===== src/rtl/dac_pkg.sv =====
// -----------------------------------------------------------------------------
// dac_pkg
// Shared definitions for the DAC SPI writer: the frame-sequencer state
// encoding, the default command nibble and the SPI frame length.
// -----------------------------------------------------------------------------
package dac_pkg;

   typedef enum logic [2:0] {
      IDLE,
      SETUP,
      SHIFT_HI,
      SHIFT_LO,
      RECOVER
   } state_t;

   // Write-and-update, channel A.
   localparam logic [3:0] DEF_CMD = 4'b0011;

   // 4 command bits followed by 12 data bits.
   localparam int FRAME_BITS = 16;

endpackage


===== src/rtl/dac_spi_writer_clk_div_tick.sv =====
// -----------------------------------------------------------------------------
// clk_div_tick
// Down-counter that emits a one-cycle tick on the DIV-th clock of each
// period. Pulsing `restart` reloads the counter, so the first tick after a
// restart lands exactly DIV cycles after the restart edge.
//
// Ports:
//   clk      in   system clock
//   reset    in   asynchronous active-low reset
//   restart  in   reload the counter (asserted on the cycle before a new state)
//   tick     out  high on the last cycle of each DIV-cycle period
// -----------------------------------------------------------------------------
module clk_div_tick #(
   parameter int DIV = 4
) (
   input  logic clk,
   input  logic reset,
   input  logic restart,
   output logic tick
);

   localparam int CW = (DIV > 1) ? $clog2(DIV) : 1;
   localparam logic [CW-1:0] LOAD = CW'(DIV - 1);

   logic [CW-1:0] cnt;

   // NOTE: sequential state is updated with non-blocking assignments so every
   // register samples the pre-edge values of its neighbours.
   always_ff @(posedge clk or negedge reset) begin
      if (!reset) begin
         cnt <= LOAD;
      end else if (restart || (cnt == '0)) begin
         cnt <= LOAD;
      end else begin
         cnt <= cnt - 1'b1;
      end
   end

   assign tick = (cnt == '0);

endmodule


===== src/rtl/dac_spi_writer.sv =====
// -----------------------------------------------------------------------------
// dac_spi_writer
// Serialises the PID control word to a 12-bit SPI DAC. A rising edge on
// `start` latches `din`; the word goes out as a 16-bit frame {CMD, data},
// MSB first, SPI mode 0 (CPOL=0, data changes on SCLK falling edge).
// Requests arriving while a frame is in flight are collapsed into a single
// pending word (latest wins) and served after the CS_HIGH recovery gap.
//
// Build option: define DAC_CLAMP_EN to treat `din` as two's complement and
// saturate it into the DAC range (negative -> 0, above full scale -> full
// scale). Without it the upper input bits are simply dropped.
//
// Ports:
//   clk    in   system clock
//   reset  in   asynchronous active-low reset
//   start  in   request level; a rising edge requests a frame
//   din    in   control word [DIN_W-1:0]
//   sclk   out  SPI clock, idles low
//   mosi   out  SPI data, MSB first
//   cs_n   out  DAC chip select, active low
//   busy   out  frame in progress or in recovery gap
//   done   out  one-cycle pulse as cs_n rises at the end of a frame
// -----------------------------------------------------------------------------
module dac_spi_writer
   import dac_pkg::*;
#(
   parameter int         DIN_W   = 13,
   parameter int         DAC_W   = 12,
   parameter logic [3:0] CMD     = DEF_CMD,
   parameter int         CLK_DIV = 4,
   parameter int         CS_HIGH = 8
) (
   input  logic             clk,
   input  logic             reset,
   input  logic             start,
   input  logic [DIN_W-1:0] din,
   output logic             sclk,
   output logic             mosi,
   output logic             cs_n,
   output logic             busy,
   output logic             done
);

   localparam int BIT_W = $clog2(FRAME_BITS + 1);
   localparam int REC_W = (CS_HIGH > 1) ? $clog2(CS_HIGH) : 1;
   localparam logic [BIT_W-1:0] BITS_ALL  = BIT_W'(FRAME_BITS);
   localparam logic [BIT_W-1:0] BITS_LAST = BIT_W'(FRAME_BITS - 1);
   localparam logic [REC_W-1:0] REC_LOAD  = REC_W'(CS_HIGH - 1);

   state_t state, state_next;

   logic [1:0]            ss;          // start synchroniser / edge detector
   logic                  start_edge;
   logic                  tick;
   logic                  restart;
   logic [BIT_W-1:0]      bit_cnt;     // bits whose SCLK rising edge has occurred
   logic [FRAME_BITS-2:0] rest;        // bits still to be presented on mosi
   logic                  pending;
   logic [DIN_W-1:0]      pend_word;
   logic [REC_W-1:0]      rec_cnt;
   logic                  rec_last;
   logic                  load_frame;
   logic [DIN_W-1:0]      load_word;
   logic [DAC_W-1:0]      load_data;
   logic [FRAME_BITS-1:0] frame;

   assign start_edge = ss[0] & ~ss[1];
   assign rec_last   = (rec_cnt == '0);

   // Every state change reloads the half-period divider.
   assign restart = (state_next != state);

   clk_div_tick #(
      .DIV (CLK_DIV)
   ) u_tick (
      .clk     (clk),
      .reset   (reset),
      .restart (restart),
      .tick    (tick)
   );

   // A new frame starts either from IDLE or straight out of RECOVER. An edge
   // seen on the RECOVER exit cycle is newer than any stored pending word.
   assign load_frame = ((state == IDLE) && start_edge) ||
                       ((state == RECOVER) && rec_last && (pending || start_edge));
   assign load_word  = start_edge ? din : pend_word;

`ifdef DAC_CLAMP_EN
   localparam logic [DAC_W-1:0] DAC_MAX = '1;

   always_comb begin
      if (load_word[DIN_W-1]) begin
         load_data = '0;
      end else if (load_word > DIN_W'(DAC_MAX)) begin
         load_data = DAC_MAX;
      end else begin
         load_data = load_word[DAC_W-1:0];
      end
   end
`else
   // Upper bits wrap away; fold them into a sink so they are visibly dropped.
   logic unused_hi;
   assign unused_hi = ^load_word[DIN_W-1:DAC_W];
   assign load_data = load_word[DAC_W-1:0];
`endif

   assign frame = {CMD, load_data};

   // ---------------------------------------------------------------- state reg
   always_ff @(posedge clk or negedge reset) begin
      if (!reset) begin
         state <= IDLE;
      end else begin
         state <= state_next;
      end
   end

   // --------------------------------------------------------------- next state
   // NOTE: default the combinational result first so no path leaves it
   // unassigned and a latch cannot be inferred.
   always_comb begin
      state_next = state;
      case (state)
         IDLE:     if (start_edge) state_next = SETUP;
         SETUP:    if (tick)       state_next = SHIFT_HI;
         SHIFT_HI: if (tick)       state_next = SHIFT_LO;
         SHIFT_LO: if (tick)       state_next = (bit_cnt == BITS_ALL) ? RECOVER : SHIFT_HI;
         RECOVER:  if (rec_last)   state_next = load_frame ? SETUP : IDLE;
         default:                  state_next = IDLE;
      endcase
   end

   // ------------------------------------------------------------------ outputs
   always_comb begin
      cs_n = 1'b1;
      sclk = 1'b0;
      busy = 1'b1;
      done = 1'b0;
      case (state)
         IDLE:     busy = 1'b0;
         SETUP:    cs_n = 1'b0;
         SHIFT_HI: begin
            cs_n = 1'b0;
            sclk = 1'b1;
         end
         SHIFT_LO: cs_n = 1'b0;
         // First recovery cycle is the cycle cs_n has just risen.
         RECOVER:  done = (rec_cnt == REC_LOAD);
         default:  busy = 1'b0;
      endcase
   end

   // ----------------------------------------------------------------- datapath
   always_ff @(posedge clk or negedge reset) begin
      if (!reset) begin
         ss        <= 2'b00;
         rest      <= '0;
         mosi      <= 1'b0;
         bit_cnt   <= '0;
         pending   <= 1'b0;
         pend_word <= '0;
         rec_cnt   <= '0;
      end else begin
         ss <= {ss[0], start};

         if (load_frame) begin
            rest    <= frame[FRAME_BITS-2:0];
            mosi    <= frame[FRAME_BITS-1];
            bit_cnt <= '0;
            pending <= 1'b0;
         end else begin
            if (start_edge && (state != IDLE)) begin
               pending   <= 1'b1;
               pend_word <= din;
            end
            // Leaving the high phase: the DAC has sampled this bit, present
            // the next one. After the final bit mosi simply holds.
            if ((state == SHIFT_HI) && tick) begin
               bit_cnt <= bit_cnt + BIT_W'(1);
               if (bit_cnt != BITS_LAST) begin
                  mosi <= rest[FRAME_BITS-2];
                  rest <= {rest[FRAME_BITS-3:0], 1'b0};
               end
            end
         end

         if ((state != RECOVER) && (state_next == RECOVER)) begin
            rec_cnt <= REC_LOAD;
         end else if ((state == RECOVER) && !rec_last) begin
            rec_cnt <= rec_cnt - 1'b1;
         end
      end
   end

endmodule


===== config.mk =====
export PLATFORM = sky130hd
export DESIGN_NAME = dac_spi_writer
export DESIGN_NICKNAME = d
export VERILOG_FILES = /design/src/rtl/dac_pkg.sv /design/src/rtl/dac_spi_writer_clk_div_tick.sv /design/src/rtl/dac_spi_writer.sv
export SDC_FILE = /design/constraint.sdc
export NUM_CORES = 1
export LEC_CHECK = 0
export CAP_MARGIN = 20
export CORE_UTILIZATION = 55
export DETAILED_ROUTE_END_ITERATION = 7
export PLACE_DENSITY = 0.83
export SKIP_LAST_GASP = 1
export SYNTH_ARGS = -nofsm -noshare
export SYNTH_HDL_FRONTEND = slang
export SYNTH_SLANG_ARGS = --single-unit

===== constraint.sdc =====
create_clock -name clk -period 2.05 [get_ports clk]
set_clock_uncertainty 0.1 [all_clocks]
set_input_delay 0.41 -clock clk [delete_from_list [all_inputs] [get_ports clk]]
set_output_delay 0.41 -clock clk [all_outputs]
set_load 0.03 [all_outputs]

==> metrics.yaml, run 1 <==
outcome: "finished with violations"
violations: "negative hold slack"
wl_per_cell_um: 14.8
dr.pass1.iters: 6
io_buffers: 19
dieHeight_um: 66.7
overflow: 0
reg2reg_depth: 6
p_leak_nw: 1.20
cts-htree-levels: 2
finalSetupTns_ns: 0
critPathArrivalTime_ns: 1.39
cts_buffer_depth: 2
ys_warn_count: 0
clkTransAtPathRegs_ns: 0.08
critPathMaxFanout: 9
synthCells: 204
nets: 246
final_common_cell: "dfrtp_1"
hpwl_mm: 2.81
cp-end-kind: "output pin"
synthesis.area_um2: 2300
setup_viol: 0
grt_pass1_wl_mm: 6.63
gp_congestion: 0.763
utilization_pct: 64.7
hold-worst-slack_ns: -0.0142
synthesis.nets: 227
p_per_area_nw_per_um2: 1210
r2r_end: "rest[7]"
num_vias: 1553
wirelength_mm: 4.06
ir_drop_uv: 699
avgViaCountPerCell: 5.67
tritoncts: "yes"
rows: 23
crit_type: "reg -> out"
ioPinCount: 21
fin_crit_sh_pct: 92.8
grt_use_total_pct: 20.2
crit_required_ns: 1.54
cts_sinks: 44
fp.dieW_um: 66.7
drtIter0Drc: 123
maxSlewHeadroom_pct: 64.3
drtAntennaViolNets: 0
die-area_um2: 4450
seq_area_frac_synth_pct: 47.9
final_layout_size_suffix_gt1_share_pct: 21.0
fmax_mhz: 526
crit_end: "done"
area_delta_synth_final_pct: 12.4
post-route-min-period_ns: 1.90
fp.coreArea_um2: 4000
fill_cells: 323
insertedDiodeCount: 0
cts_made_buffers: 5
clk_latency_ns: 0.29
synthDistinctLibCells: 38
postCtsSetupRepairBufs: 0
final_cell_mix: "dfrtp_1 (41), nand2_1 (20), nand3_1 (16)"
r2r_slack_ns: 0.20
maxSlewViolCount: 0
crit_slowest_cell: "dfrtp_1"
grt_max_degree: 27
worstPathCellList: "or2_1, nor2_1, buf_4"
worstMarginPinSlew_ns: 0.535
critPathLaunchType: "flop"
finalHoldViolCount: 21
syn_avg_cell_area_um2: 11.3
r2r_start: "u_tick.cnt[0]"
max_cap_violations: 0
root_buffer: "clkbuf_8"
rsz0062_at_grt: "false"
slowest_delay_ns: 0.52
grt_pass1_vias: 1475
antenna_found_initial: 0
hp-class: "in -> async"
drc: 0
crit_path_start: "state[0]"
initial_core_util_pct: 57.6
ys_ff_latch: 44
kinds of logic after synthesis:
family | count (synthesis) | synth area share [%]
AND/OR/NAND/NOR | 62 | 14.0
flip-flops | 44 | 47.9
AO/OA/AOI/OAI | 38 | 14.0
multiplexers | 25 | 11.5
buffers and inverters | 22 | 6.52
adder cells (fa/ha/maj) | 7 | 3.80
XOR/XNOR | 6 | 2.28
final cells by class:
type / instances / area (um^2) / share of cell area, %
multi-input combinational: 138 / 1050 / 40.7
tap: 50 / 62.6 / 2.42
clock buffer: 8 / 80.1 / 3.09
inverter: 7 / 26.3 / 1.01
sequential: 44 / 1100 / 42.7
timing repair buffer: 27 / 260 / 10.1
report_power, final:
part           internal [mW]  leakage [nW]  switching [mW]
Sequential              1.16         0.494           0.230
Clock                  0.242        0.0395           0.269
Combinational          0.577         0.665           0.644
metrics by stage:
step	area (um^2)	setup WS [ns]	hold slack [ns]	power, mW	std cells
floorplan	2300	0.103	0.0144	2.35	204
global placement	2500	0.249	0.279	2.54	266
detailed placement	2500	0.195	0.285	2.62	266
CTS	2580	0.110	0.00368	3.14	274
global route	2590	0.0650	0.0191	3.35	274
finish	2590	0.148	-0.0142	3.12	274
repair_timing:
item / CTS / global route
hold buffers: 0 / 0
gates resized for setup: 0 / 2
setup endpoints to repair: 0 / 2
routing by layer:
metal	up-vias	share of wire, %	global-route usage (%)
li1	762	-	-
met1	759	48	26.9
met2	28	48	31.8
met3	4	3.7	6.68
met4	0	0.99	4.79
met5	-	0	0
cell usage after synthesis, drive strengths merged:
master	instances	area (um^2)
a211oi	2	15.0
a21o	1	7.51
a21oi	7	38.8
a221o	1	10.0
a22oi	11	82.6
and2b	1	10.0
and3	2	12.5
buf	12	113
clkbuf	3	11.3
dfrtp	42	1050
dfstp	2	52.6
ha	7	87.6
inv	7	26.3
mux2	12	135
mux2i	13	130
nand2	20	75.1
nand2b	5	31.3
nand3	16	80.1
nand3b	1	7.51
nand4	2	12.5
nor2	9	36.3
nor2b	2	12.5
nor3b	1	7.51
nor4	1	6.26
nor4bb	1	25.0
o211ai	12	145
o21ai	2	10.0
o22ai	2	12.5
or2	1	6.26
xnor2	3	26.3
xor2	3	26.3
worst min-delay path by stage:
stage,from,endpoint,slack (ns),cells after the start
after floorplan,reset,bit_cnt[0],0.01,0
after global placement,ss[0],ss[1],0.28,0
after detailed placement,ss[0],ss[1],0.29,0
after CTS,reset,rest[6],0.004,1
after global routing,reset,pend_word[5],0.02,1
final,reset,rest[6],-0.01,1
registers in the layout, summed over array words and instances, names as in the netlist:
name / flops
rest: 15
pend_word: 12
bit_cnt: 5
rec_cnt: 3
state: 3
ss: 2
u_tick.cnt: 2
mosi: 1
pending: 1
critical path: cells and delay by family (launching register included):
family | cells | cell delay [ns]
buf+inv | 1 | 0.16
flops | 1 | 0.52
simple gates | 2 | 0.42
(Power assumes the default switching activity.)
==> inputs of run 2 (changes only) <==
Settings changed: CORE_MARGIN set to 5.
==> run 2 against run 1 <==
The flow now finishes without violations. Maximum frequency rose by 0.35%. Count of clock-buffer cells in the layout fell by 3. Hold slack improved by 0.073 ns. Core utilization fell by 0.59 points. Final area fell by 0.19%. First-iteration DRC count fell by 0.81%. Sequential power barely moved. Sequential cell count did not move. Clock power rose by 2%. Wire length fell by 0.91%. Via count fell by 0.90%. Worst setup slack improved by 0.0067 ns. Critical path type unchanged. Critical endpoint is now sclk. Highest routed layer unchanged.
==> metrics.yaml, run 2 (synthesis results as in run 1) <==
postCtsSetupRepairBufs: 0
largest_reg_flops: 15
ioPinCount: 21
crit_type: "reg -> out"
maxSlewHeadroom_pct: 52.0
final_layout_size_suffix_gt1_share_pct: 21.9
max_cap_violations: 0
dp.cells: 267
rsz0062_at_grt: "false"
r2r_slack_ns: 0.19
final_cell_mix: "dfrtp_1 (42), nand2_1 (20), nand3_1 (16)"
drtAntennaViolNets: 0
outcome: "completed"
grt_max_degree: 33
rows: 23
utilization_pct: 64.1
cts_sinks: 44
gp_congestion: 0.769
fp.dieW_um: 74.7
antenna_found_initial: 0
maxSlewViolCount: 0
crit_required_ns: 1.54
root_buffer: "clkbuf_8"
comb_power_share_pct: 38.8
p_per_area_nw_per_um2: 1200
overflow: 0
p_seq_share_pct: 44.5
finalHoldViolCount: 0
wl_per_cell_um: 14.7
top_register: "rest"
hpwl_mm: 2.82
p_clk_share_pct: 16.7
p_leak_nw: 1.20
drc: 0
initial_core_util_pct: 57.2
final_cells: 274
cts-htree-levels: 2
sw_frac_of_total_pct: 36.8
cts_made_buffers: 5
tritoncts: "yes"
fmax_mhz: 528
fp.coreArea_um2: 4030
post-route-min-period_ns: 1.90
critPathArrivalTime_ns: 1.39
insertedDiodeCount: 0
cp-end-kind: "output pin"
top_regs: "rest: 15 flops, pend_word: 12 flops, bit_cnt: 5 flops"
cts_buffer_depth: 2
final_common_cell: "dfrtp_1"
area_delta_synth_final_pct: 12.2
p_switching_mw: 1.14
grt_pass1_vias: 1554
hold-worst-slack_ns: 0.0585
clkTransAtPathRegs_ns: 0.08
p_int_mw: 1.96
grt_use_total_pct: 17.0
ir_drop_uv: 481
critPathLaunchType: "flop"
postCtsHoldBufs: 0
grt_pass1_wl_mm: 7.17
wirelength_mm: 4.02
dr.pass1.iters: 4
clk_latency_ns: 0.30
num_vias: 1539
dieHeight_um: 74.7
nets: 247
io_buffers: 19
setup_viol: 0
hp-class: "in -> async"
finalSetupTns_ns: 0
drtIter0Drc: 122
worstMarginPinSlew_ns: 0.720
fin_crit_sh_pct: 92.5
critPathMaxFanout: 10
die-area_um2: 5580
avgViaCountPerCell: 5.62
run 2: final timing paths:
check / from / end / cells past startpoint
max: state[2] / sclk / 3
min: reset / rest[14] / 1
max reg2reg: rec_cnt[0] / rest[6] / 7
min reg2reg: ss[0] / ss[1] / 0
max in group asynchronous: reset / pend_word[1] / 2
min in group clk: ss[0] / ss[1] / 0
run 2: critical path, cell delays in order (launching register included):
cell	delay, ns
dfrtp_1	0.48
buf_4	0.22
nor3b_1	0.19
buf_4	0.19
run 2: power groups by stage:
stage          Combinational (mW)  Clock, mW  Sequential [mW]
2_1_floorplan                1.03          0             1.32
3_3_place_gp                 1.17          0             1.38
3_5_place_dp                 1.21          0             1.39
4_1_cts                      1.22      0.537             1.38
5_1_grt                      1.36      0.577             1.43
6_report                     1.21      0.519             1.38
run 2: repair_timing:
action                                  in CTS  in global routing
endpoints found under the setup margin       0                  1
resized for setup                            0                  1
endpoints found under the hold margin        0                  0
run 2: stage by stage:
stage               setup WS, ns  total power [mW]  cell area, um^2
floorplan                  0.103              2.35             2300
global placement           0.225              2.54             2500
detailed placement         0.210              2.61             2500
CTS                       0.0691              3.13             2580
global route              0.0591              3.36             2580
finish                     0.155              3.11             2580
run 2: area by class of cell:
cell class | instances | area [um^2]
fillers | 334 | 1450
flip-flops and latches | 44 | 1100
multi-input cells | 138 | 1050
repair buffers | 28 | 255
clock buffers | 5 | 68.8
well taps | 50 | 62.6
inverters | 7 | 26.3
clock inverters | 2 | 12.5
run 2: metal layers:
layer	up-vias	GRT usage (%)	wire length, um
met5	-	0	0
met1	742	22.6	1920
li1	758	-	-
met2	32	26.4	1820
met3	7	4.81	199
met4	0	6.52	77
